## config.mk

```make
export PLATFORM = sky130hd
export DESIGN_NAME = mod_state_counter_flat
export DESIGN_NICKNAME = d
export VERILOG_FILES = /design/src/rtl/mod_state_counter_if.sv /design/src/rtl/mod_state_counter.sv /design/src/flat_wrapper.sv
export SDC_FILE = /design/constraint.sdc
export NUM_CORES = 1
export LEC_CHECK = 0
export CORE_MARGIN = 1.5
export CORE_UTILIZATION = 42
export DETAILED_ROUTE_END_ITERATION = 10
export PLACE_DENSITY = 0.73
export SLEW_MARGIN = 40
export SYNTH_ARGS = -nofsm -noshare
export SYNTH_HDL_FRONTEND = slang
export SYNTH_SLANG_ARGS = --single-unit
export TNS_END_PERCENT = 5
```

## constraint.sdc

```tcl
create_clock -name clk -period 1.5 [get_ports clk]
set_input_delay 0.225 -clock clk [delete_from_list [all_inputs] [get_ports clk]]
set_output_delay 0.225 -clock clk [all_outputs]
set_load 0.05 [all_outputs]
```

## src/rtl/mod_state_counter_if.sv

```systemverilog
// Control/status bundle for mod_state_counter.
// master: sequencer that drives the counter; slave: the counter itself.
interface mod_state_counter_if #(
    parameter int WIDTH = 4
);
    logic             clear;
    logic             load;
    logic [WIDTH-1:0] load_val;
    logic             en;
    logic             dir;
    logic [WIDTH-1:0] state_out;
    logic             tc;
    logic             err;

    modport master (
        output clear, load, load_val, en, dir,
        input  state_out, tc, err
    );

    modport slave (
        input  clear, load, load_val, en, dir,
        output state_out, tc, err
    );
endinterface

```

## src/rtl/mod_state_counter.sv

```systemverilog
// mod_state_counter: configurable Moore state counter (0..MODULUS-1), up/down,
// synchronous clear/load, wrap or saturate, terminal count, sticky illegal-load flag.
// Optional feature macro: GRAY_OUT_EN (Gray-coded state_out; internals stay binary).
module mod_state_counter #(
    parameter int WIDTH       = 4,
    parameter int MODULUS     = 10,
    parameter int RESET_STATE = MODULUS - 1,
    parameter int SATURATE    = 0
) (
    input  logic                 clk,
    input  logic                 reset,
    mod_state_counter_if.slave   bus
);
    localparam int               W1       = WIDTH + 1;
    // One extra bit so MODULUS = 2**WIDTH is representable for compares.
    localparam logic [WIDTH:0]   MOD_EXT  = W1'(MODULUS);
    localparam logic [WIDTH:0]   LAST_EXT = W1'(MODULUS - 1);
    localparam logic [WIDTH-1:0] RST_VAL  = WIDTH'(RESET_STATE);

    logic [WIDTH-1:0] r_state;
    logic             r_err;
    logic [WIDTH:0]   w_state_ext;
    logic             w_state_bad;
    logic             w_load_ok;
    logic             w_at_top;
    logic             w_at_bot;
    logic [WIDTH-1:0] w_step;

    // Next counted state for a legal current state, handling wrap/saturate at both ends.
    function automatic logic [WIDTH-1:0] f_step(input logic [WIDTH-1:0] s, input logic up);
        logic [WIDTH:0] s_ext;
        logic [WIDTH:0] nxt;
        s_ext = {1'b0, s};
        if (up) begin
            nxt = s_ext + W1'(1);
            if (nxt >= MOD_EXT) begin
                nxt = (SATURATE != 0) ? s_ext : '0;
            end
        end else begin
            if (s_ext == '0) begin
                nxt = (SATURATE != 0) ? s_ext : LAST_EXT;
            end else begin
                nxt = s_ext - W1'(1);
            end
        end
        return nxt[WIDTH-1:0];
    endfunction

    assign w_state_ext = {1'b0, r_state};
    assign w_state_bad = (w_state_ext >= MOD_EXT);
    assign w_load_ok   = ({1'b0, bus.load_val} < MOD_EXT);
    assign w_at_top    = (w_state_ext == LAST_EXT);
    assign w_at_bot    = (r_state == '0);
    assign w_step      = f_step(r_state, bus.dir);

    // State and sticky error register: async reset, then clear > load > en > hold.
    always_ff @(posedge clk or negedge reset) begin
        if (!reset) begin
            r_state <= RST_VAL;
            r_err   <= 1'b0;
        end else if (bus.clear) begin
            r_state <= '0;
            r_err   <= 1'b0;
        end else if (bus.load) begin
            if (w_load_ok) begin
                r_state <= bus.load_val;
            end else begin
                r_state <= '0;
                r_err   <= 1'b1;
            end
        end else if (bus.en) begin
            // An out-of-range state can only come from an upset; recover to 0.
            r_state <= w_state_bad ? '0 : w_step;
        end
    end

    assign bus.tc  = bus.en & ~bus.clear & ~bus.load &
                     ((bus.dir & w_at_top) | (~bus.dir & w_at_bot));
    assign bus.err = r_err;

`ifdef GRAY_OUT_EN
    assign bus.state_out = r_state ^ (r_state >> 1);
`else
    assign bus.state_out = r_state;
`endif

endmodule

```

## src/flat_wrapper.sv

```systemverilog
// flat-port wrapper written by rule: the top's interface ports become plain ports
module mod_state_counter_flat 
#(
    parameter int WIDTH       = 4,
    parameter int MODULUS     = 10,
    parameter int RESET_STATE = MODULUS - 1,
    parameter int SATURATE    = 0
)
  (clk, reset, bus_clear, bus_load, bus_load_val, bus_en, bus_dir, bus_state_out, bus_tc, bus_err);
  mod_state_counter_if #(.WIDTH(WIDTH)) bus_i ();
  input  logic clk;
  input  logic reset;
  input wire logic [$bits(bus_i.clear)-1:0] bus_clear;
  input wire logic [$bits(bus_i.load)-1:0] bus_load;
  input wire logic [$bits(bus_i.load_val)-1:0] bus_load_val;
  input wire logic [$bits(bus_i.en)-1:0] bus_en;
  input wire logic [$bits(bus_i.dir)-1:0] bus_dir;
  output wire logic [$bits(bus_i.state_out)-1:0] bus_state_out;
  output wire logic [$bits(bus_i.tc)-1:0] bus_tc;
  output wire logic [$bits(bus_i.err)-1:0] bus_err;
  assign bus_i.clear = bus_clear;
  assign bus_i.load = bus_load;
  assign bus_i.load_val = bus_load_val;
  assign bus_i.en = bus_en;
  assign bus_i.dir = bus_dir;
  assign bus_state_out = bus_i.state_out;
  assign bus_tc = bus_i.tc;
  assign bus_err = bus_i.err;
  mod_state_counter #(.WIDTH(WIDTH), .MODULUS(MODULUS), .RESET_STATE(RESET_STATE), .SATURATE(SATURATE)) u_core (.clk(clk), .reset(reset), .bus(bus_i));
endmodule
```

# Yosys cells after proc, flatten, opt, wreduce, memory -nomap -nowiden
# Index checks and enable logic that the tools add are counted.
classes:
  reduce_logical: 4
  add_sub_neg: 2
  bitwise_logic: 9
  n_mux: 11
  n_eq_ne: 2
  n_lt_le_gt_ge: 3
ops:
  columns: ["operator", "n"]
  rows:
  - ["4-bit 2-to-1 mux", 8]
  - ["4-bit by 1-bit adder with 5-bit output (second input constant)", 1]
  - ["1-bit bitwise AND", 5]
  - ["5-bit by 4-bit greater-or-equal comparator with 1-bit output (second input constant)", 1]
  - ["4-bit equality test (second input constant)", 1]
  - ["4-bit greater-or-equal comparator (second input constant)", 1]
  - ["4-bit zero test", 1]
  - ["4-bit less-than comparator (second input constant)", 1]
  - ["4-bit by 1-bit subtractor with 4-bit output (second input constant)", 1]
  - ["1-bit 2-to-1 mux", 3]
  - ["1-bit NOT", 3]
  - ["3-bit nonzero test", 1]
  - ["2-bit != test (second input constant)", 1]
  - ["2-bit AND reduction", 1]
  - ["2-bit nonzero test", 1]
  - ["1-bit bitwise OR", 1]
totals:
  register_bits: 5
  out_inout_bits: 6
  word_cells: 33

# Logic depth before layout (Yosys ltp)
depth:
  word_depth: 8
  depth_mapped: 7
  ltp_nobuf: 6

# Least setup slack after synthesis
# No wires, ideal clock.
synth_path:
  path_type: "register to output"
  startpoint: "register u_core.r_state[1], in the netlist u_core.bus.state_out[1]"
  endpoint: "output port bus_tc"
  path_stages_with_launch: 7
  t_required_ps: 1275
  slack_ps: -1479
  arrival_ps: 2754
  path_buffers: 1
  cell_sequence: "dfrtp_1 -> buf_4 -> inv_1 -> ha_1 -> and3_2 -> a31oi_1 -> nor4_1"
synth_via:
  elab_chain_cells: 4
  elab_cells_between_ends: 6
  cone_classes: "eq/ne (1); bitwise (4); reduce/logical (1)"
synth_lines:
  columns: ["item", "line_no", "source"]
  rows:
  - ["from (decl)", "mod_state_counter.sv:20", "logic [WIDTH-1:0] r_state;"]
  - ["from (signal assigned)", "mod_state_counter.sv:66", "r_state <= bus.load_val;"]
  - ["from (signal assigned)", "mod_state_counter.sv:73", "r_state <= w_state_bad ? '0 : w_step;"]
  - ["4-bit equality test or 4-bit zero test (tied branches)", "mod_state_counter.sv:52, mod_state_counter.sv:53", null]
  - ["1-bit bitwise AND", "mod_state_counter.sv:78", "((bus.dir & w_at_top) | (~bus.dir & w_at_bot));"]
  - ["1-bit bitwise OR (*)", "mod_state_counter.sv:78", null]
  - ["1-bit bitwise AND (*)", "mod_state_counter.sv:77", "assign bus.tc = bus.en & ~bus.clear & ~bus.load &"]
  - ["to (decl)", "flat_wrapper.sv:19", "output wire logic [$bits(bus_i.tc)-1:0] bus_tc;"]
# Mark *: on every way between the ends. The rest lies on a longest branch, timed or not.

# Worst setup path after layout
layout_path:
  startpoint: "register u_core.r_state[0], in the netlist u_core.bus.state_out[0]"
  endpoint: "output port bus_tc"
# Same word-level chain as after synthesis.

==> summary.txt <==
Worst setup path
  • CP Launch Type: flop
  • Critical path capture point type: output pin
  • Required time of the critical path: about 1.3 ns
  • CP cell instances: ha_4, and3_4, a31oi_4, nor4_4, buf_12
  • Buf+Inv Stages, Crit Path: 1
  • Worst setup path class: flop to output pin
  • CP max-delay cell: dfstp_4
  • Arr. time, crit path: 1.67 ns
  • Worst path max stage delay: 0.64 ns
  • Critical Path Fanout Max: 4
  • Reg-to-reg setup timing slack: -0.28 ns
  • Largest delay share family, worst path: flip-flops

Global routing
  • GRT Util Overall: 20.5%
  • Largest net degree at the start of global routing: 11
  • Vias in the first global route: 612
  • First-pass GRT wire length: between 2000 and 3000 µm
  • Grt total ovfl: 0
  • Initial antenna violation count: 0

Synthesis
  • Cells after synthesis: 74
  • Avg Cell Area, Syn: 8.39 µm²
  • Synth area leader: dfrtp_1
  • Ys flop type: dfrtp_1
  • Number of distinct library cells after synthesis: 40
  • Most used standard cell by instance count after synthesis: inv_1
  • Largest cells by area after synthesis: dfrtp_1 (12%), dfstp_2 (8.5%), ha_1 (8.1%), buf_4 (4.8%), a31oi_1 (4.0%)
  • Synthesized flop and latch total: 5
  • Commonest cells post-synth: inv_1 (5), a31oi_1 (4), buf_4 (4), ha_1 (4), nor2_1 (4)
  • EDFF count, synth: 0
  • Ys async rst share: between 90% and 100%
  • Synth Cell Area: 621 µm²
  • Sequential area share after synthesis: 20.6%
  • Yosys warnings: 0
  • Synth top area share: 12.1%
  • Net Count, Synth: 88

Clock network
  • CTS tree: done
  • Hold Buf Count CTS: 0
  • Clock slew at reported path FFs: around 0.040 ns
  • CTS Sinks: 5
  • Clk_lat worst skew: 0.24 ns
  • Root Driver: clkbuf_4
  • CTS Buf Count: 3
  • H-tree levels: 1
  • Clock Path Buffers: 2

Die
  • Ports: 16
  • Initial Utilization: 46.5%
  • Die height: 41.4 µm
  • Row cnt: 13
  • Core area: 1330 µm²
  • Die width: 41.4 µm
  • Die ar.: 1720 µm²

Timing
  • RSZ-0062 raised after global routing: yes
  • Slew @ Worst Pin: 0.368 ns
  • Slew Limit Fails: 0
  • Final setup fails: 5
  • Skew final: 0.00396 ns
  • Final setup margin: -0.399 ns
  • Worst hold slack: 0.196 ns
  • Max_slew headroom: 75.5%
  • Final min period: 1.90 ns
  • Tcrit/Tclk final: 127%
  • F_max: 527 MHz
  • Final Hold Vio Count: 0

Min path
  • Hold Path Class: input port to async pin

Place
  • Placer Congestion: 0.824
  • Number of port buffers: 15
  • Post-DP HPWL: 1400 µm

Job
  • # Max-Cap Violations: 0

Routing
  • WL final: 1670 µm
  • Initial DRC Count: 20
  • DRT antenna net count: 0
  • DRT Pass-1 Iters: 4
  • Routed vias/inst: roughly 5.7
  • Post-route DRC: 0
  • Via count: 710
  • DR WL/cell: around 13 µm

Layout
  • Layout cells sized above 1: around 43%
  • P&R area growth vs syn: 68.3%
  • Antenna cells: 0
  • Core Util, Final: 78.3%
  • NumNets Final: 124

Power and ir drop
  • IR drop worst, VDD: 0.317 mV
  • Pwr Density: 670 nW/µm²
  • P_leak: between 0.4 and 0.5 nW
  • Pwr Total: about 0.7 mW

Run status
  • Status: finished, violations left
  • Failing checks: negative setup slack
## worst register-to-register path, delay by kind of cell (launching register included)
kind            cells  cell delay, ns
buf+inv             1            0.09
flops               1            0.64
fa+ha+maj           1            0.20
compound gates      4            0.77
## sequential cells by signal (all words and copies together) (netlist names)
name and flops:
u_core.bus.state_out 4, u_core.bus.err 1
## where the power goes
part	switching (mW)	internal, mW	leakage, nW
Clock	0.0538	0.100	0.0150
Sequential	0.0210	0.153	0.0601
Combinational	0.175	0.197	0.361
## path summary, 6_finish.rpt
check,start,to,cells past startpoint
worst max register to register,u_core.bus.state_out[0],u_core.bus.state_out[0],6
worst min register to register,u_core.bus.err,u_core.bus.err,2
worst min-delay path,reset,u_core.bus.state_out[1],1
worst max-delay path,u_core.bus.state_out[0],bus_tc,5
max in group asynchronous,reset,u_core.bus.state_out[0],1
min in group clk,u_core.bus.err,u_core.bus.err,2
## logic make-up (layout without fill, tap and decap cells)
logic type	Yosys count	count (layout)	synth area share [%]
buffers and inverters	12	47	12.3
adder cells (fa/ha/maj)	4	4	8.06
AND/OR/NAND/NOR	24	24	25.8
flip-flops	5	5	20.6
AO/OA/AOI/OAI	29	29	33.3
## cell type report
class	instances	area [µm²]
well taps	15	18.8
clock buffers	4	26.3
multi-input cells	57	475
inverters	5	21.3
repair buffers	38	370
flip-flops and latches	5	133
fillers	106	289
## metal layers
layer	vias up	wire length [µm]	global-route usage (%)
li1	354	-	-
met1	337	824	28.5
met2	17	791	33.4
met3	2	43	1.74
met4	0	10	5.81
met5	-	0	0
## what timing repair did
| item | in CTS | in global routing |
|---|---|---|
| gates resized for setup | 0 | 1 |
| pin swaps | 4 | 2 |
| buffers inserted | 0 | 0 |
| setup endpoints to repair | 5 | 5 |
| cloned | 0 | 0 |
## per-stage QoR
stage | worst slack (ns) | std cells | cell area (µm²) | TNS, ns
global route | -0.483 | 124 | 1040 | -1.84
detailed placement | -0.307 | 120 | 1010 | -1.36
finish | -0.399 | 124 | 1040 | -1.40
CTS | -0.418 | 124 | 1040 | -1.46
global placement | -0.288 | 120 | 1010 | -1.29
floorplan | -0.491 | 74 | 682 | -1.69
## cells in the final DEF (no fill, tap or decap), types with 2 or more instances in the layout
cell / n
nor2_1: 4
inv_1: 4
nand2_1: 2
buf_4: 24
dfrtp_1: 2
clkbuf_4: 3
a22oi_1: 2
a211oi_1: 2
ha_4: 2
a21oi_1: 3
nand3_1: 2
a31oi_1: 3
nand3b_1: 3
o211ai_1: 2
o21ai_0: 3
o21ai_1: 3
ha_1: 2
clkdlybuf4s50_1: 9
buf_12: 5
Note: power is estimated with default switching activity, not from simulation.
